### config.mk
export PLATFORM = sky130hd
export DESIGN_NAME = posit_decode_sequencer
export DESIGN_NICKNAME = d
export VERILOG_FILES = /design/src/rtl/posit_pkg.sv /design/src/rtl/posit_extraction.sv /design/src/rtl/posit_decode_sequencer.sv
export SDC_FILE = /design/constraint.sdc
export NUM_CORES = 1
export LEC_CHECK = 0
export BUFFER_PORTS_ARGS = -buffer_cell sky130_fd_sc_hd__buf_2
export CELL_PAD_IN_SITES_DETAIL_PLACEMENT = 1
export CELL_PAD_IN_SITES_GLOBAL_PLACEMENT = 2
export CORE_MARGIN = 4
export CORE_UTILIZATION = 32
export CTS_BUF_LIST = sky130_fd_sc_hd__clkbuf_2
export DETAILED_ROUTE_END_ITERATION = 7
export PLACE_DENSITY_LB_ADDON = 0.25
export SETUP_SLACK_MARGIN = 0.15
export SYNTH_ARGS = -nofsm -noshare
export SYNTH_HDL_FRONTEND = slang
export SYNTH_SLANG_ARGS = --single-unit
### constraint.sdc
create_clock -name clk -period 23.6 [get_ports clk]
set_input_delay 3.54 -clock clk [delete_from_list [all_inputs] [get_ports clk]]
set_output_delay 3.54 -clock clk [all_outputs]
set_load 0.01 [all_outputs]
### src/rtl/posit_pkg.sv
// Shared posit widths, decoded-field record and sequencer state encoding.
package posit_pkg;

   localparam int N  = 32;
   localparam int ES = 2;
   localparam int RS = $clog2(N);

   // mant carries the hidden bit at the MSB, fraction left-aligned below it.
   typedef struct packed {
      logic              sign;
      logic signed [RS:0] k;
      logic [ES-1:0]     exp;
      logic [N-1:0]      mant;
      logic              nar;
      logic              zero;
   } posit_fields_t;

   typedef enum logic [1:0] {
      IDLE,
      DEC_A,
      DEC_B,
      OUT
   } seq_state_t;

endpackage

### src/rtl/posit_extraction.sv
// Combinational posit field extraction: sign, regime k, exponent, mantissa, NaR/zero flags.
module posit_extraction
   import posit_pkg::*;
(
   input  logic [N-1:0]  posit_i,
   output posit_fields_t fields_o,
   output logic [N-1:0]  in_remain_o
);

   logic [N-1:0] body;
   logic         r0;
   logic [RS:0]  run;
   logic [RS:0]  shamt;
   logic         counting;
   logic [N-1:0] rem;
   logic         is_zero;
   logic         is_nar;

   // Negative posits decode from their two's complement; the sign bit is dropped by the shift.
   assign body    = (posit_i[N-1] ? -posit_i : posit_i) << 1;
   assign r0      = body[N-1];
   assign is_zero = (posit_i == '0);
   assign is_nar  = (posit_i == {1'b1, {(N-1){1'b0}}});

   always_comb begin
      // NOTE: every variable gets a default before any conditional write so no latch is inferred.
      run      = '0;
      counting = 1'b1;
      for (int i = N - 1; i >= 0; i--) begin
         if (counting && (body[i] == r0)) begin
            run = run + (RS+1)'(1);
         end else begin
            counting = 1'b0;
         end
      end
   end

   // Skip the regime run plus its terminating bit; a full-length run shifts everything out.
   assign shamt       = run + (RS+1)'(1);
   assign rem         = body << shamt;
   assign in_remain_o = rem;

   always_comb begin
      fields_o = '0;
      if (is_zero) begin
         fields_o.zero = 1'b1;
      end else if (is_nar) begin
         fields_o.nar = 1'b1;
      end else begin
         fields_o.sign = posit_i[N-1];
         fields_o.k    = r0 ? $signed(run - (RS+1)'(1)) : -$signed(run);
         fields_o.exp  = rem[N-1 -: ES];
         fields_o.mant = {1'b1, rem[N-1-ES:0], {(ES-1){1'b0}}};
      end
   end

endmodule

### src/rtl/posit_decode_sequencer.sv
// Operand-pair front end: decodes A then B through one shared extractor and
// presents both decoded operands as a single valid/ready transaction.
module posit_decode_sequencer
   import posit_pkg::*;
(
   input  logic          clk,
   input  logic          rst,
   input  logic          in_valid,
   output logic          in_ready,
   input  logic [N-1:0]  in_a,
   input  logic [N-1:0]  in_b,
   output logic          out_valid,
   input  logic          out_ready,
   output posit_fields_t out_a,
   output posit_fields_t out_b,
   output logic          out_same
);

   seq_state_t    state_q, state_d;
   logic [N-1:0]  op_a_q, op_a_d;
   logic [N-1:0]  op_b_q, op_b_d;
   posit_fields_t out_a_q, out_a_d;
   posit_fields_t out_b_q, out_b_d;
   logic          same_q, same_d;

   logic          accept;
   logic [N-1:0]  ext_in;
   posit_fields_t ext_fields;
   logic [N-1:0]  ext_remain_unused;

   assign in_ready  = (state_q == IDLE) || ((state_q == OUT) && out_ready);
   assign accept    = in_valid && in_ready;
   assign out_valid = (state_q == OUT);
   assign out_a     = out_a_q;
   assign out_b     = out_b_q;
   assign out_same  = same_q;

   assign ext_in = (state_q == DEC_B) ? op_b_q : op_a_q;

   posit_extraction u_extract (
      .posit_i     (ext_in),
      .fields_o    (ext_fields),
      .in_remain_o (ext_remain_unused)
   );

   always_comb begin
      state_d = state_q;
      unique case (state_q)
         IDLE:    if (accept) state_d = DEC_A;
         DEC_A:   state_d = same_q ? OUT : DEC_B;
         DEC_B:   state_d = OUT;
         OUT: begin
            if (out_ready) state_d = accept ? DEC_A : IDLE;
         end
         default: state_d = IDLE;
      endcase
   end

   // Operands and same flag only change on accept, which in OUT coincides with the transfer.
   always_comb begin
      op_a_d  = op_a_q;
      op_b_d  = op_b_q;
      same_d  = same_q;
      out_a_d = out_a_q;
      out_b_d = out_b_q;
      if (accept) begin
         op_a_d = in_a;
         op_b_d = in_b;
         same_d = (in_a == in_b);
      end
      if (state_q == DEC_A) begin
         out_a_d = ext_fields;
         if (same_q) out_b_d = ext_fields;
      end
      if (state_q == DEC_B) begin
         out_b_d = ext_fields;
      end
   end

   always_ff @(posedge clk) begin
      // NOTE: sequential state uses non-blocking assignments so all registers update together.
      if (rst) begin
         state_q <= IDLE;
         op_a_q  <= '0;
         op_b_q  <= '0;
         same_q  <= 1'b0;
         out_a_q <= '0;
         out_b_q <= '0;
      end else begin
         state_q <= state_d;
         op_a_q  <= op_a_d;
         op_b_q  <= op_b_d;
         same_q  <= same_d;
         out_a_q <= out_a_d;
         out_b_q <= out_b_d;
      end
   end

endmodule
==> out/metrics.yaml, run 1 <==
drv_cap: 0
synthArstFlopShare_pct: 0
avgViaCountPerCell: 5.60
cts-root-buf: "clkbuf_2"
synth_area_per_cell_um2: 7.41
crit_fanout: 16
critPathCaptureType: "flip-flop"
synth_cells: 1853
cp.arrival_ps: 22730
wire_per_inst_um: 20.6
reg2reg_slack_ps: 1640
yosysWarnings: 0
netlist_top_cells_count: "nand2_1 (315), nor2_1 (174), a21oi_1 (166)"
drt_wl_total_um: 52200
cpPeakStageDelay_ps: 500
start_util_pct: 32.5
crit_start: "state_q[1]$_SDFFE_PP0P_"
cts.reportedPaths.clkPinSlew_ps: 270
clk_path_buf_depth: 2
slew_headroom_pct: 36.8
rsz0062_at_grt: "no"
die_area_um2: 46300
area_growth_pct: 14.8
startpoint_type: "flip-flop"
overflow: 0
fin_nets: 2077
grt_pass1_wl_um: 80400
period_minus_slack_ps: 21960
yosysMostFrequentCell: "nand2_1"
routabilityCongestion: 0.834
worstSetupPathType: "flip-flop to flip-flop"
synth-seq-cells: 149
setup_viol: 0
fp.dieW_um: 215
coreArea_um2: 42200
regArea_um2: 2980
crit_end: "out_b[9]$_SDFFE_PP0P_"
hold_viol: 0
final_max_slew_viol_count: 0
port_buffers: 152
tightestPinTransition_ps: 942
outcome: "finished, final reports clean"
hp-class: "flip-flop to flip-flop"
die_h_um: 215
skew_ps: 57.5
crit_top_cell: "ha_1"
ant_nets: 0
grt_max_degree: 77
cts_tree: "built"
r2r_end: "out_b[9]$_SDFFE_PP0P_"
drive_above_1_share_pct: 18.1
reg2reg_from: "state_q[1]$_SDFFE_PP0P_"
cts_buffers: 17
synth_ff_type: "dfxtp_1"
antenna_found_initial: 1
r2r_cells: 110
insertion_delay_ps: 820
synth.yosys.seq_area_share_pct: 21.7
dp.final_hpwl_um: 40700
critPathRequiredTime_ps: 24360
yosys-top-cells-area: "dfxtp_1 (22%), nand2_1 (8.6%), mux2i_1 (8.4%), xnor2_1 (6.2%), a21oi_1 (6.0%)"
yosysTopAreaCellShare_pct: 21.7
drtIter0Drc: 887
grt_usage_pct: 21.2
synth_edf_count: 0
slowest_stage: "dfxtp_1"
finalCritPeriodShare_pct: 93.1
syn_area_um2: 13700
fillers: 5259
tns_ps: 0
drc: 0
yosys.area.top_type: "dfxtp_1"
yosysUniqueCellTypes: 97
max_clock_freq_ghz: 0.0455
h-tree-depth: 4
num_rows: 75
numClockSinks: 149
drtPass1Iterations: 5
first_global_vias: 13900
dr_total_vias: 14200
multi_input_area_um2: 10400
ios: 157
cts_hold_buf: 0
repair_timing:
item | CTS | global route
pin swaps | 0 | 13
buffers inserted | 0 | 23
cloned | 0 | 2
setup endpoints to repair | 7 | 72
resized for setup | 2 | 70
cell usage in the layout, fill, tap and decap left out, types with 8 or more instances in the layout:
cell type / count
and3_1: 18
xor2_1: 32
o22ai_1: 15
buf_2: 152
o31ai_1: 36
clkbuf_2: 18
o21ai_1: 11
a32o_1: 32
a21o_1: 21
inv_1: 32
a211oi_1: 18
nor4_1: 19
o21ai_0: 46
mux2_2: 22
nor3_1: 45
a31oi_1: 12
a21oi_1: 160
nand2_1: 314
and2_1: 21
mux2i_1: 102
dfxtp_1: 149
nand2b_1: 10
nand4_1: 25
buf_4: 46
xnor2_1: 92
mux2i_2: 11
nor2_1: 170
ha_1: 31
or3_1: 15
o21a_1: 8
nand3_1: 62
cell families after synthesis:
kind of cell / synth area share [%]
AOI/OAI and AO/OA: 22.4
xor gates and xnor gates: 10.6
adders and majority gates: 3.26
buffers and inverters: 4.72
DFF: 21.7
muxes: 10.5
other: 0.0273
and+or+nand+nor: 26.8
through the flow:
stage | utilization, % | hold slack, ps | setup WS [ps] | instance area, um2 | instances
after floorplan | - | 433 | 939 | 13700 | 1856
after global placement | 35.4 | 438 | 1120 | 15000 | 2469
after detailed placement | 35.4 | 442 | 160 | 15000 | 2469
after CTS | 36.0 | 481 | 196 | 15200 | 2501
after global routing | 37.3 | 506 | 101 | 15800 | 2527
final | 37.3 | 478 | 1640 | 15800 | 2527
sequential cells by signal (all words and copies together), names as in the netlist:
name,count
out_a,41
op_a_q,32
op_b_q,32
state_q,2
out_b,41
out_same,1
final cells by class:
type / instances / area share (%)
antenna: 1 / 0.0159
timing repair buffer: 209 / 8.21
multi-input combinational: 1561 / 66.2
tap: 539 / 4.28
clock buffer: 17 / 0.540
clock inverter: 15 / 1.02
inverter: 36 / 0.873
sequential: 149 / 18.9
per-layer routing:
| metal | track usage [%] | share of wire (%) |
|---|---|---|
| met1 | 31.3 | 50 |
| met2 | 34.0 | 45 |
| met3 | 2.06 | 3.0 |
| met4 | 3.87 | 1.3 |
| met5 | 0 | 0 |
worst min-delay path by stage:
stage	from	endpoint	slack, ps	cells after the start
finish	out_a[23]$_SDFFE_PP0N_	out_a[23]$_SDFFE_PP0N_	480	2
global route	out_b[38]$_SDFFE_PP0P_	out_b[38]$_SDFFE_PP0P_	510	2
CTS	out_a[23]$_SDFFE_PP0N_	out_a[23]$_SDFFE_PP0N_	480	2
detailed placement	out_b[24]$_SDFFE_PP0P_	out_b[24]$_SDFFE_PP0P_	440	2
global placement	out_a[21]$_SDFFE_PP0N_	out_a[21]$_SDFFE_PP0N_	440	2
floorplan	op_b_q[28]$_SDFFE_PP0P_	op_b_q[28]$_SDFFE_PP0P_	430	2
critical path: cells and delay by family, from the launching register on:
family | cells | cell delay [ps]
xor gates and xnor gates | 2 | 380
muxes | 12 | 2990
buffers and inverters | 10 | 1100
DFF | 1 | 500
and+or+nand+nor | 24 | 2300
AOI/OAI and AO/OA | 32 | 5310
adders and majority gates | 30 | 9320
Power of run 1 is not shown: default switching activity piles up to over one toggle a cycle in this logic, so the estimate is an artifact.
==> run 2: changes to the inputs <==
--- a/config.mk
+++ b/config.mk
@@ -8,7 +8,7 @@
 export BUFFER_PORTS_ARGS = -buffer_cell sky130_fd_sc_hd__buf_2
 export CELL_PAD_IN_SITES_DETAIL_PLACEMENT = 1
 export CELL_PAD_IN_SITES_GLOBAL_PLACEMENT = 2
-export CORE_MARGIN = 4
+export CORE_MARGIN = 2
 export CORE_UTILIZATION = 32
 export CTS_BUF_LIST = sky130_fd_sc_hd__clkbuf_2
 export DETAILED_ROUTE_END_ITERATION = 7
==> run 2 against run 1 <==
Effect of this change:
- flip-flop and latch count did not move
- count of clock-buffer cells in the layout unchanged
- first-iteration DRC count is 2.3% higher
- non-clock buffer count grew 23
- via count up 1.3%
- maximum frequency down 0.17%
- design area up 0.64%
- die area down 3.7%
- register-to-register slack got worse by 40 ps
- worst setup slack got worse by 37 ps
- worst hold slack got worse by 1.1 ps
- largest cell class unchanged
==> out/metrics.yaml, run 2 (synthesis results as in run 1) <==
port_buffers: 152  # unchanged
dp.final_hpwl_um: 40300  # -0.99%
fin_nets: 2100  # +1.1%
clk_path_buf_depth: 2  # unchanged
numClockSinks: 149  # unchanged
met1_length_um: 25900  # -1.4%
hp-class: "flip-flop to flip-flop"
min-delay-start: "out_b[37]$_SDFFE_PP0P_"
start_util_pct: 32.6  # +0.072 points
drt_wl_total_um: 51800  # -0.71%
cp.arrival_ps: 22750  # +20 ps
crit_top_cell: "ha_1"
grt_pass1_wl_um: 79600  # -1.1%
die_area_um2: 44600  # -3.7%
final_max_slew_viol_count: 0  # unchanged
skew_ps: 70.8  # +13.3 ps
min_to: "out_b[37]$_SDFFE_PP0P_"
outcome: "finished, final reports clean"
hold_depth: 2  # unchanged
finalCritPeriodShare_pct: 93.2  # +0.16 points
die_h_um: 211  # -1.9%
reg2reg_from: "state_q[0]$_SDFFE_PP0P_"
drtPass1Iterations: 5  # unchanged
crit_fanout: 17  # +1
area_growth_pct: 15.5
h-tree-depth: 4  # unchanged
final_core_util_pct: 37.7  # +0.32 points
critical_path_depth: 113  # +2.7%
cts_tree: "built"
cts_buffers: 17  # unchanged
num_rows: 75  # unchanged
wl_met3_um: 1690  # +7.1%
routabilityCongestion: 0.877  # +5.1%
hold_viol: 0  # unchanged
drc: 0  # unchanged
tns_ps: 0  # unchanged
rsz0062_at_grt: "no"
antenna_found_initial: 1  # unchanged
coreArea_um2: 42100  # -0.22%
cpPeakStageDelay_ps: 420  # -80 ps
period_minus_slack_ps: 22000  # +37.1 ps
startpoint_type: "flip-flop"
insertion_delay_ps: 800  # -20 ps
worstSetupPathType: "flip-flop to flip-flop"
route.met2.wl_um: 23400  # -1.0%
grt_max_degree: 90  # +17%
slowest_stage: "or3_1"
drv_cap: 0  # unchanged
cp_num_buf_inv: 13  # +3
setup_viol: 0  # unchanged
critPathRequiredTime_ps: 24350  # about the same
drtIter0Drc: 907  # +2.3%
first_global_vias: 14000  # +0.56%
r2r_cells: 113  # +2.7%
cts.reportedPaths.clkPinSlew_ps: 280  # about the same
dr_total_vias: 14300  # +1.3%
r2r_end: "out_b[13]$_SDFFE_PP0P_"
drive_above_1_share_pct: 18.4  # +0.29 points
holdWs_ps: 477  # -1.09 ps
ant_nets: 0  # unchanged
avgViaCountPerCell: 5.63  # +0.41%
cts-root-buf: "clkbuf_2"
top_layer: "met4"
slew_headroom_pct: 12.7  # -24 points
fp.dieW_um: 211  # -1.9%
mostFrequentLayoutCell: "nand2_1"
max_clock_freq_ghz: 0.0455  # -0.17%
overflow: 0  # unchanged
ios: 157  # unchanged
critPathCaptureType: "flip-flop"
tightestPinTransition_ps: 1300  # +358 ps
layout_common_cells: "nand2_1 (314), nor2_1 (168), a21oi_1 (164)"
cp_top_family: "adder cells"
reg2reg_slack_ps: 1600  # -40 ps
grt_usage_pct: 22.4  # +1.2 points
wire_per_inst_um: 20.3  # -1.6%
==> run 2: cell types whose count changed in the layout (fill, tap and decap cells not counted), moves of 3 or more <==
cell,previous run,this run
a21oi_1,160,164
o21ai_1,11,14
inv_6,3,6
buf_4,46,70
mux2i_2,11,3
a21oi_2,5,2
mux2i_1,102,111
==> run 2: metrics by stage <==
step / std cells / cell area (um2) / worst slack [ps]
after CTS: 2500 / 15300 / 151
final: 2550 / 15900 / 1600
after detailed placement: 2468 / 15000 / 9.45
after global routing: 2550 / 15900 / 104
after floorplan: 1856 / 13700 / 939
after global placement: 2468 / 15000 / 1050
==> run 2: worst max path at each step <==
stage                                        from                     end
after floorplan           state_q[0]$_SDFFE_PP0P_  out_b[28]$_SDFFE_PP0P_
after global placement    state_q[0]$_SDFFE_PP0P_  out_b[29]$_SDFFE_PP0P_
after detailed placement  state_q[0]$_SDFFE_PP0P_  out_b[29]$_SDFFE_PP0P_
after CTS                 state_q[0]$_SDFFE_PP0P_  out_a[23]$_SDFFE_PP0N_
after global routing      state_q[0]$_SDFFE_PP0P_  out_b[16]$_SDFFE_PP0P_
final                     state_q[0]$_SDFFE_PP0P_  out_b[13]$_SDFFE_PP0P_
==> run 2: area by class of cell <==
cell class | count | area [um2]
fill | 5213 | 26300
multi-input combinational | 1561 | 10300
sequential | 149 | 2980
timing repair buffer | 232 | 1460
tap | 539 | 674
clock inverter | 15 | 178
inverter | 36 | 139
clock buffer | 17 | 85.1
antenna | 1 | 2.50
==> run 2: timing repair <==
action	4_1_cts	5_1_grt
buffers inserted	0	48
resized for setup	4	48
pin swaps	0	15
hold endpoints to repair	0	0
cloned	0	1
hold buffers	0	0
endpoints found under the setup margin	32	72
==> run 2: metal layers <==
layer	up-vias	GRT usage, %
met5	-	0
met4	0	5.10
met3	44	2.39
met2	263	35.4
met1	7051	32.6
li1	6990	-
==> run 2: worst register-to-register path: cells and delay by family, from the launching register on <==
| kind | cells | cell delay (ps) |
|---|---|---|
| and+or+nand+nor | 27 | 2810 |
| adders and majority gates | 30 | 9120 |
| buffers and inverters | 13 | 1740 |
| muxes | 12 | 2970 |
| AOI/OAI and AO/OA | 30 | 4760 |
| DFF | 1 | 400 |
| xor gates and xnor gates | 1 | 150 |
Power of run 2 is left out for the same reason.
